`config.mk`:
```
export PLATFORM = sky130hd
export DESIGN_NAME = decode_stage
export DESIGN_NICKNAME = d
export VERILOG_FILES = /design/src/rtl/decode_pkg.sv /design/src/rtl/decode_comb.sv /design/src/rtl/decode_stage.sv
export SDC_FILE = /design/constraint.sdc
export NUM_CORES = 1
export LEC_CHECK = 0
export CORE_MARGIN = 2
export CORE_UTILIZATION = 45
export CTS_CLUSTER_SIZE = 40
export DETAILED_ROUTE_END_ITERATION = 10
export PLACE_DENSITY = 0.69
export SYNTH_ARGS = -nofsm -noshare
export SYNTH_HDL_FRONTEND = slang
export SYNTH_HIERARCHICAL = 1
export SYNTH_SLANG_ARGS = --single-unit
```
`constraint.sdc`:
```
create_clock -name clk -period 4.2 [get_ports clk]
set_input_delay 0.63 -clock clk [delete_from_list [all_inputs] [get_ports clk]]
set_output_delay 0.63 -clock clk [all_outputs]
set_load 0.005 [all_outputs]
```
`src/rtl/decode_pkg.sv`:
```
// Shared definitions for the decode stage: opcode/funct encodings, ALU op
// codes, the decoded bundle carried through the output and skid registers,
// and small immediate-extension helpers.
package decode_pkg;

  // Primary opcodes (instr[31:26])
  localparam logic [5:0] OPC_RTYPE = 6'h00;
  localparam logic [5:0] OPC_BEQ   = 6'h04;
  localparam logic [5:0] OPC_ADDI  = 6'h08;
  localparam logic [5:0] OPC_SLTI  = 6'h0A;
  localparam logic [5:0] OPC_ANDI  = 6'h0C;
  localparam logic [5:0] OPC_ORI   = 6'h0D;
  localparam logic [5:0] OPC_LUI   = 6'h0F;
  localparam logic [5:0] OPC_LW    = 6'h23;
  localparam logic [5:0] OPC_SW    = 6'h2B;

  // R-type function codes (instr[5:0])
  localparam logic [5:0] FN_SLL = 6'h00;
  localparam logic [5:0] FN_SRL = 6'h02;
  localparam logic [5:0] FN_ADD = 6'h20;
  localparam logic [5:0] FN_SUB = 6'h22;
  localparam logic [5:0] FN_AND = 6'h24;
  localparam logic [5:0] FN_OR  = 6'h25;
  localparam logic [5:0] FN_NOR = 6'h27;
  localparam logic [5:0] FN_SLT = 6'h2A;

  typedef enum logic [3:0] {
    ALU_AND   = 4'b0000,
    ALU_OR    = 4'b0001,
    ALU_ADD   = 4'b0010,
    ALU_SUB   = 4'b0110,
    ALU_SLT   = 4'b0111,
    ALU_SLL   = 4'b1000,
    ALU_SRL   = 4'b1001,
    ALU_NOR   = 4'b1100,
    ALU_UNDEF = 4'b1111
  } alu_op_e;

  // The immediate is held at 32 bits; every legal immediate is correctly
  // represented by sign-extending this 32-bit value to the datapath width
  // (zero-extended values always have bit 31 clear).
  typedef struct packed {
    alu_op_e     op;
    logic        ssel;
    logic [31:0] imm;
    logic [4:0]  rs1_id;
    logic [4:0]  rs2_id;
    logic [4:0]  rdst_id;
    logic        reg_wen;
    logic        mem_rd;
    logic        mem_wr;
    logic        branch;
    logic        illegal;
  } dec_bundle_t;

  localparam int DEC_W = $bits(dec_bundle_t);

  function automatic logic [31:0] sext16(input logic [15:0] v);
    return {{16{v[15]}}, v};
  endfunction

  function automatic logic [31:0] zext16(input logic [15:0] v);
    return {16'h0000, v};
  endfunction

endpackage

```
`src/rtl/decode_comb.sv`:
```
// Pure combinational decoder: 32-bit instruction word -> decoded bundle.
module decode_comb
  import decode_pkg::*;
(
  input  logic [31:0]      instr_i,
  output logic [DEC_W-1:0] bundle_o
);

  logic [5:0]  opcode;
  logic [4:0]  rs;
  logic [4:0]  rt;
  logic [4:0]  rd;
  logic [4:0]  shamt;
  logic [5:0]  funct;
  logic [15:0] imm16;

  assign opcode = instr_i[31:26];
  assign rs     = instr_i[25:21];
  assign rt     = instr_i[20:16];
  assign rd     = instr_i[15:11];
  assign shamt  = instr_i[10:6];
  assign funct  = instr_i[5:0];
  assign imm16  = instr_i[15:0];

  dec_bundle_t b;
  logic        legal;
  logic        wen_raw;

  // Decode fields; an unsupported encoding replaces everything with the
  // canonical illegal bundle, and writes to $0 are suppressed at the end.
  always_comb begin
    b       = '0;
    b.op    = ALU_UNDEF;
    b.ssel  = 1'b1;
    legal   = 1'b0;
    wen_raw = 1'b0;

    case (opcode)
      OPC_RTYPE: begin
        b.rs1_id  = rs;
        b.rs2_id  = rt;
        b.rdst_id = rd;
        b.ssel    = 1'b1;
        wen_raw   = 1'b1;
        legal     = 1'b1;
        case (funct)
          FN_ADD:  b.op = ALU_ADD;
          FN_SUB:  b.op = ALU_SUB;
          FN_AND:  b.op = ALU_AND;
          FN_OR:   b.op = ALU_OR;
          FN_NOR:  b.op = ALU_NOR;
          FN_SLT:  b.op = ALU_SLT;
          FN_SLL, FN_SRL: begin
            // Shifts take the shifted value from rt and the amount as imm.
            b.op     = (funct == FN_SLL) ? ALU_SLL : ALU_SRL;
            b.rs1_id = rt;
            b.ssel   = 1'b0;
            b.imm    = {27'b0, shamt};
          end
          default: legal = 1'b0;
        endcase
      end
      OPC_ADDI, OPC_SLTI, OPC_ANDI, OPC_ORI, OPC_LUI,
      OPC_LW, OPC_SW, OPC_BEQ: begin
        b.rs1_id  = rs;
        b.rs2_id  = rt;
        b.rdst_id = rt;
        b.ssel    = 1'b0;
        b.imm     = sext16(imm16);
        legal     = 1'b1;
        case (opcode)
          OPC_ADDI: begin b.op = ALU_ADD; wen_raw = 1'b1; end
          OPC_SLTI: begin b.op = ALU_SLT; wen_raw = 1'b1; end
          OPC_ANDI: begin b.op = ALU_AND; wen_raw = 1'b1; b.imm = zext16(imm16); end
          OPC_ORI:  begin b.op = ALU_OR;  wen_raw = 1'b1; b.imm = zext16(imm16); end
          OPC_LUI: begin
            b.op     = ALU_ADD;
            b.rs1_id = 5'd0;
            b.imm    = {imm16, 16'h0000};
            wen_raw  = 1'b1;
          end
          OPC_LW: begin b.op = ALU_ADD; wen_raw = 1'b1; b.mem_rd = 1'b1; end
          OPC_SW: begin b.op = ALU_ADD; b.mem_wr = 1'b1; end
          default: begin
            // beq compares rs against rt through the ALU subtractor.
            b.op     = ALU_SUB;
            b.ssel   = 1'b1;
            b.branch = 1'b1;
          end
        endcase
      end
      default: legal = 1'b0;
    endcase

    if (!legal) begin
      b         = '0;
      b.op      = ALU_UNDEF;
      b.ssel    = 1'b1;
      b.illegal = 1'b1;
    end else begin
      b.reg_wen = wen_raw & (b.rdst_id != 5'd0);
    end
  end

  assign bundle_o = b;

endmodule

```
`src/rtl/decode_stage.sv`:
```
// Registered decode stage with a valid/ready handshake on both sides, a
// one-entry output register plus one skid entry, flush, and illegal flag.
//
// Handshake: a transfer happens on a rising edge where valid & ready are both
// high. Upstream: in_ready is a register and never depends on in_valid.
// Downstream: once out_valid is high the decoded fields hold steady until
// the cycle out_ready is also high.
module decode_stage
  import decode_pkg::*;
#(
  parameter int DWIDTH = 32
) (
  input  logic              clk,
  input  logic              rst,
  input  logic              flush,
  input  logic              in_valid,
  output logic              in_ready,
  input  logic [31:0]       instr,
  output logic              out_valid,
  input  logic              out_ready,
  output logic [3:0]        op,
  output logic              ssel,
  output logic [DWIDTH-1:0] imm,
  output logic [4:0]        rs1_id,
  output logic [4:0]        rs2_id,
  output logic [4:0]        rdst_id,
  output logic              reg_wen,
  output logic              mem_rd,
  output logic              mem_wr,
  output logic              branch,
  output logic              illegal
);

  logic [DEC_W-1:0] dec_bits;
  dec_bundle_t      dec_in;

  decode_comb u_decode_comb (
    .instr_i  (instr),
    .bundle_o (dec_bits)
  );

  assign dec_in = dec_bits;

  dec_bundle_t out_q, out_d;
  dec_bundle_t skid_q, skid_d;
  logic        out_valid_q, out_valid_d;
  logic        skid_valid_q, skid_valid_d;
  logic        in_ready_q, in_ready_d;

  logic accept;
  logic out_free;

  assign accept   = in_valid & in_ready_q;
  assign out_free = ~out_valid_q | out_ready;

  // Next-state: flush empties everything; otherwise a free output slot is
  // refilled from the skid entry first, then from the input, and an input
  // arriving while the output is stalled parks in the skid entry.
  always_comb begin
    out_d        = out_q;
    skid_d       = skid_q;
    out_valid_d  = out_valid_q;
    skid_valid_d = skid_valid_q;

    if (flush) begin
      out_valid_d  = 1'b0;
      skid_valid_d = 1'b0;
    end else if (out_free) begin
      if (skid_valid_q) begin
        // in_ready was low, so nothing can be accepted this cycle.
        out_d        = skid_q;
        out_valid_d  = 1'b1;
        skid_valid_d = 1'b0;
      end else if (accept) begin
        out_d       = dec_in;
        out_valid_d = 1'b1;
      end else begin
        out_valid_d = 1'b0;
      end
    end else if (accept) begin
      skid_d       = dec_in;
      skid_valid_d = 1'b1;
    end

    in_ready_d = ~skid_valid_d;
  end

  // State registers; reset drops any in-flight instruction at once.
  always_ff @(posedge clk or posedge rst) begin
    if (rst) begin
      out_q        <= '0;
      skid_q       <= '0;
      out_valid_q  <= 1'b0;
      skid_valid_q <= 1'b0;
      in_ready_q   <= 1'b1;
    end else begin
      out_q        <= out_d;
      skid_q       <= skid_d;
      out_valid_q  <= out_valid_d;
      skid_valid_q <= skid_valid_d;
      in_ready_q   <= in_ready_d;
    end
  end

  assign in_ready  = in_ready_q;
  assign out_valid = out_valid_q;
  assign op        = out_q.op;
  assign ssel      = out_q.ssel;
  assign imm       = DWIDTH'($signed(out_q.imm));
  assign rs1_id    = out_q.rs1_id;
  assign rs2_id    = out_q.rs2_id;
  assign rdst_id   = out_q.rdst_id;
  assign reg_wen   = out_q.reg_wen;
  assign mem_rd    = out_q.mem_rd;
  assign mem_wr    = out_q.mem_wr;
  assign branch    = out_q.branch;
  assign illegal   = out_q.illegal;

endmodule

```
==> impl_metrics.env <==
export IMPL_status="complete, no violations"
export IMPL_routed_via_density=5.463
export IMPL_switchingPower_mw=0.6668
export IMPL_clock_power_share_pct=44.3
export IMPL_ctsHtreeMaxLevel=4
export IMPL_drv_slew=0
export IMPL_seqCellArea_mm2=0.002930
export IMPL_cp_top_family="simple AND/OR/NAND/NOR gates"
export IMPL_core_area_mm2=0.01330
export IMPL_setup_violations_final=0
export IMPL_grt_pass1_wl_mm=22.83
export IMPL_die_w_um=120.8
export IMPL_syn_inst=464
export IMPL_synth_edff_count=0
export IMPL_hp_start="skid_q[13]"
export IMPL_critPathMaxFanout=15
export IMPL_multi_input_area_mm2=0.002943
export IMPL_worst_slew_pin_slew_ns=0.8246
export IMPL_final_util_pct=57.70
export IMPL_cp_slowest_stage_delay_ns=0.74
export IMPL_wl_per_cell_um=18.81
export IMPL_crit_slowest_cell="clkdlybuf4s50_1"
export IMPL_placed_area_mm2=0.007149
export IMPL_vias=4048
export IMPL_firstDrtPassIters=5
export IMPL_synth_seq_area_share_pct=47.70
export IMPL_worstSetupStartpointType="primary input"
export IMPL_hold_end="skid_q[13]"
export IMPL_grtUsageTotal_pct=20.47
export IMPL_layout_setup_ws_ns=1.125
export IMPL_dieArea_mm2=0.01460
export IMPL_routed_wl_mm=13.94
export IMPL_r2r_start="out_valid"
export IMPL_min_delay_path_class="reg2reg"
export IMPL_syn_area_per_cell_um2=13.23
export IMPL_nNetsFinal=591
export IMPL_synth_async_reset_ratio_pct=100.0
export IMPL_grt_max_degree=67
export IMPL_combPwrFrac_pct=12.5
export IMPL_worst_path_buf_inv=1
export IMPL_vdd_drop_max_v=0.0002281
export IMPL_slew_headroom_pct=44.82
export IMPL_ys_ff_latch=117
export IMPL_setup_tns_final_ns=0
export IMPL_power_leakage_nw=3.418
export IMPL_min_period_ns=3.075
export IMPL_io_pins=96
export IMPL_postCtsSetupBuffers=0
export IMPL_synth_cell_types=52
export IMPL_path_class="in2reg"
export IMPL_path_clk_slew_ns=0.05
export IMPL_io_buffers=95
export IMPL_crit_top_cell="mux2_2"
export IMPL_cts_hold_buf=0
export IMPL_area_growth_pct=24.92
export IMPL_cts_buffers=17
export IMPL_ys_warn_count=6
export IMPL_end_kind="flip-flop"
export IMPL_insertion_delay_ns=0.41
export IMPL_first_iter_violations=278
export IMPL_arrival_ns=3.37
export IMPL_n_fill_cell=1081
export IMPL_period_share_pct=73.20
export IMPL_p_sw_share_pct=23.10
export IMPL_synth_area_mm2=0.006141
export IMPL_power_frac_seq_pct=43.2
export IMPL_insertedDiodeCount=0
export IMPL_rsz0062_at_grt="false"
export IMPL_holdPathStages=1
export IMPL_overflow=0
export IMPL_start_util_pct=46.19
export IMPL_row_count=42
export IMPL_fin_area_mm2=0.007671
export IMPL_ant_nets=0
export IMPL_cts_sinks=117
export IMPL_reg2reg_slack_ns=1.99
export IMPL_ys_flop_type="dfrtp_1"
export IMPL_synth_net_count=501
export IMPL_regToRegEndpoint="skid_q[18]"
export IMPL_root_buffer="clkbuf_16"
export IMPL_drc=0
export IMPL_pwr_density_cell_mw_per_mm2=376.2
export IMPL_cts_tree="built"
export IMPL_cp_required_ns=4.50
export IMPL_reg2reg_depth=4
export IMPL_grt_pass1_vias=4352
export IMPL_place_congestion=0.8671
export IMPL_clockBufferDepth=2
export IMPL_worstPathCellList="clkdlybuf4s50_1, nor2b_1, o21ai_1, a31oi_4, nor2_2, and2b_1, mux2_2, mux2_2"
export IMPL_die_h_um=120.8
export IMPL_drive_gt1_share_pct=38.05
export IMPL_p_int_mw=2.219
export IMPL_antenna_found_initial=0
export IMPL_hold_viol=0
export IMPL_fmax_ghz=0.3252
export IMPL_pre_cts_ws_ns=0.7480
export IMPL_cap_violations=0
export IMPL_hpwlAfterDp_mm=9.432
export IMPL_cts_resized=0
export IMPL_clock_skew_ns=0.004769
## power groups by stage
| stage | Sequential [mW] | Clock (mW) | Combinational (mW) |
|---|---|---|---|
| finish | 1.25 | 1.28 | 0.360 |
| global route | 1.26 | 1.36 | 0.390 |
| detailed placement | 1.26 | 0 | 0.363 |
| global placement | 1.26 | 0 | 0.355 |
| CTS | 1.25 | 1.30 | 0.364 |
| floorplan | 1.26 | 0 | 0.212 |
## layout make-up
cell class,instances,area share (%)
Clock buffer,26,6.508
Tap cell,176,2.871
Inverter,10,0.5219
Clock inverter,4,0.2936
Timing Repair Buffer,102,13.24
Sequential cell,117,38.20
Multi-Input combinational cell,306,38.36
## cell usage in the layout (no fill, tap or decap), types with 5 or more instances in the layout
master | synthesis | layout
a21oi_1 | 11 | 11
a22o_1 | 10 | 10
and2_1 | 12 | 12
buf_4 | 3 | 6
clkbuf_1 | 5 | 5
clkbuf_16 | 0 | 17
clkdlybuf4s50_1 | 0 | 95
dfrtp_1 | 116 | 115
inv_1 | 10 | 9
mux2_2 | 141 | 141
mux2_4 | 30 | 30
nand2_1 | 15 | 15
nor2_1 | 5 | 5
nor2b_1 | 8 | 8
nor3_1 | 6 | 5
o21a_1 | 15 | 15
o31ai_1 | 6 | 6
or3_1 | 5 | 5
## synthesized netlist by cell type, drive strengths merged, types with 2 or more instances
cell type	n	area, um^2
mux2	171	2038
dfrtp	116	2903
buf	26	217.7
nand2	15	56.30
o21a	15	112.6
a21oi	12	71.32
and2	12	75.07
a22o	10	87.58
inv	10	37.54
nor2b	8	50.05
nor2	7	36.29
nor3	6	30.03
o31ai	6	45.04
clkbuf	5	18.77
or3	5	31.28
nor4	4	25.02
o21ai	4	20.01
a211o	3	26.28
a31oi	3	40.04
nand2b	3	18.77
nand3	2	10.01
nand3b	2	15.01
or2	2	12.52
## stage by stage
step | hold WS, ns | total power, mW | cells
3_3_place_gp | 0.4826 | 1.615 | 711
4_1_cts | 0.5041 | 2.916 | 741
3_5_place_dp | 0.4897 | 1.626 | 711
2_1_floorplan | 0.4749 | 1.469 | 464
6_report | 0.5004 | 2.886 | 741
5_1_grt | 0.5159 | 3.006 | 741
## worst max path at each step
stage                          from         to  slack [ns]  cells past startpoint
after floorplan                 rst     branch        0.47                      1
after global placement    instr[28]  rs2_id[1]        0.90                      8
after detailed placement  instr[28]  rs2_id[1]        0.75                      8
after CTS                 instr[28]  rs2_id[1]        1.18                      8
after global routing      instr[28]  rs2_id[1]        1.00                      8
final                     instr[28]  rs2_id[1]        1.13                      8
## routing by layer
layer	track usage (%)	share of wire [%]	up-vias
met2	32.17	47	128
met3	5.047	4.3	32
met1	27.15	46	2025
li1	-	-	1863
met4	8.430	2.4	0
met5	0	0	-
## registers in the layout, indices dropped and copies added, names as in the netlist, 4 cells and up
signal   cells
skid_q      57
imm         32
rdst_id      5
rs1_id       5
rs2_id       5
op           4
## cell families after synthesis
kind of cell | synth area share, %
adders and majority gates | 0.1630
AOI/OAI and AO/OA | 7.518
DFF | 47.70
muxes | 33.35
buffers and inverters | 4.462
and+or+nand+nor | 6.806
Note: power is estimated with default switching activity, not from simulation.
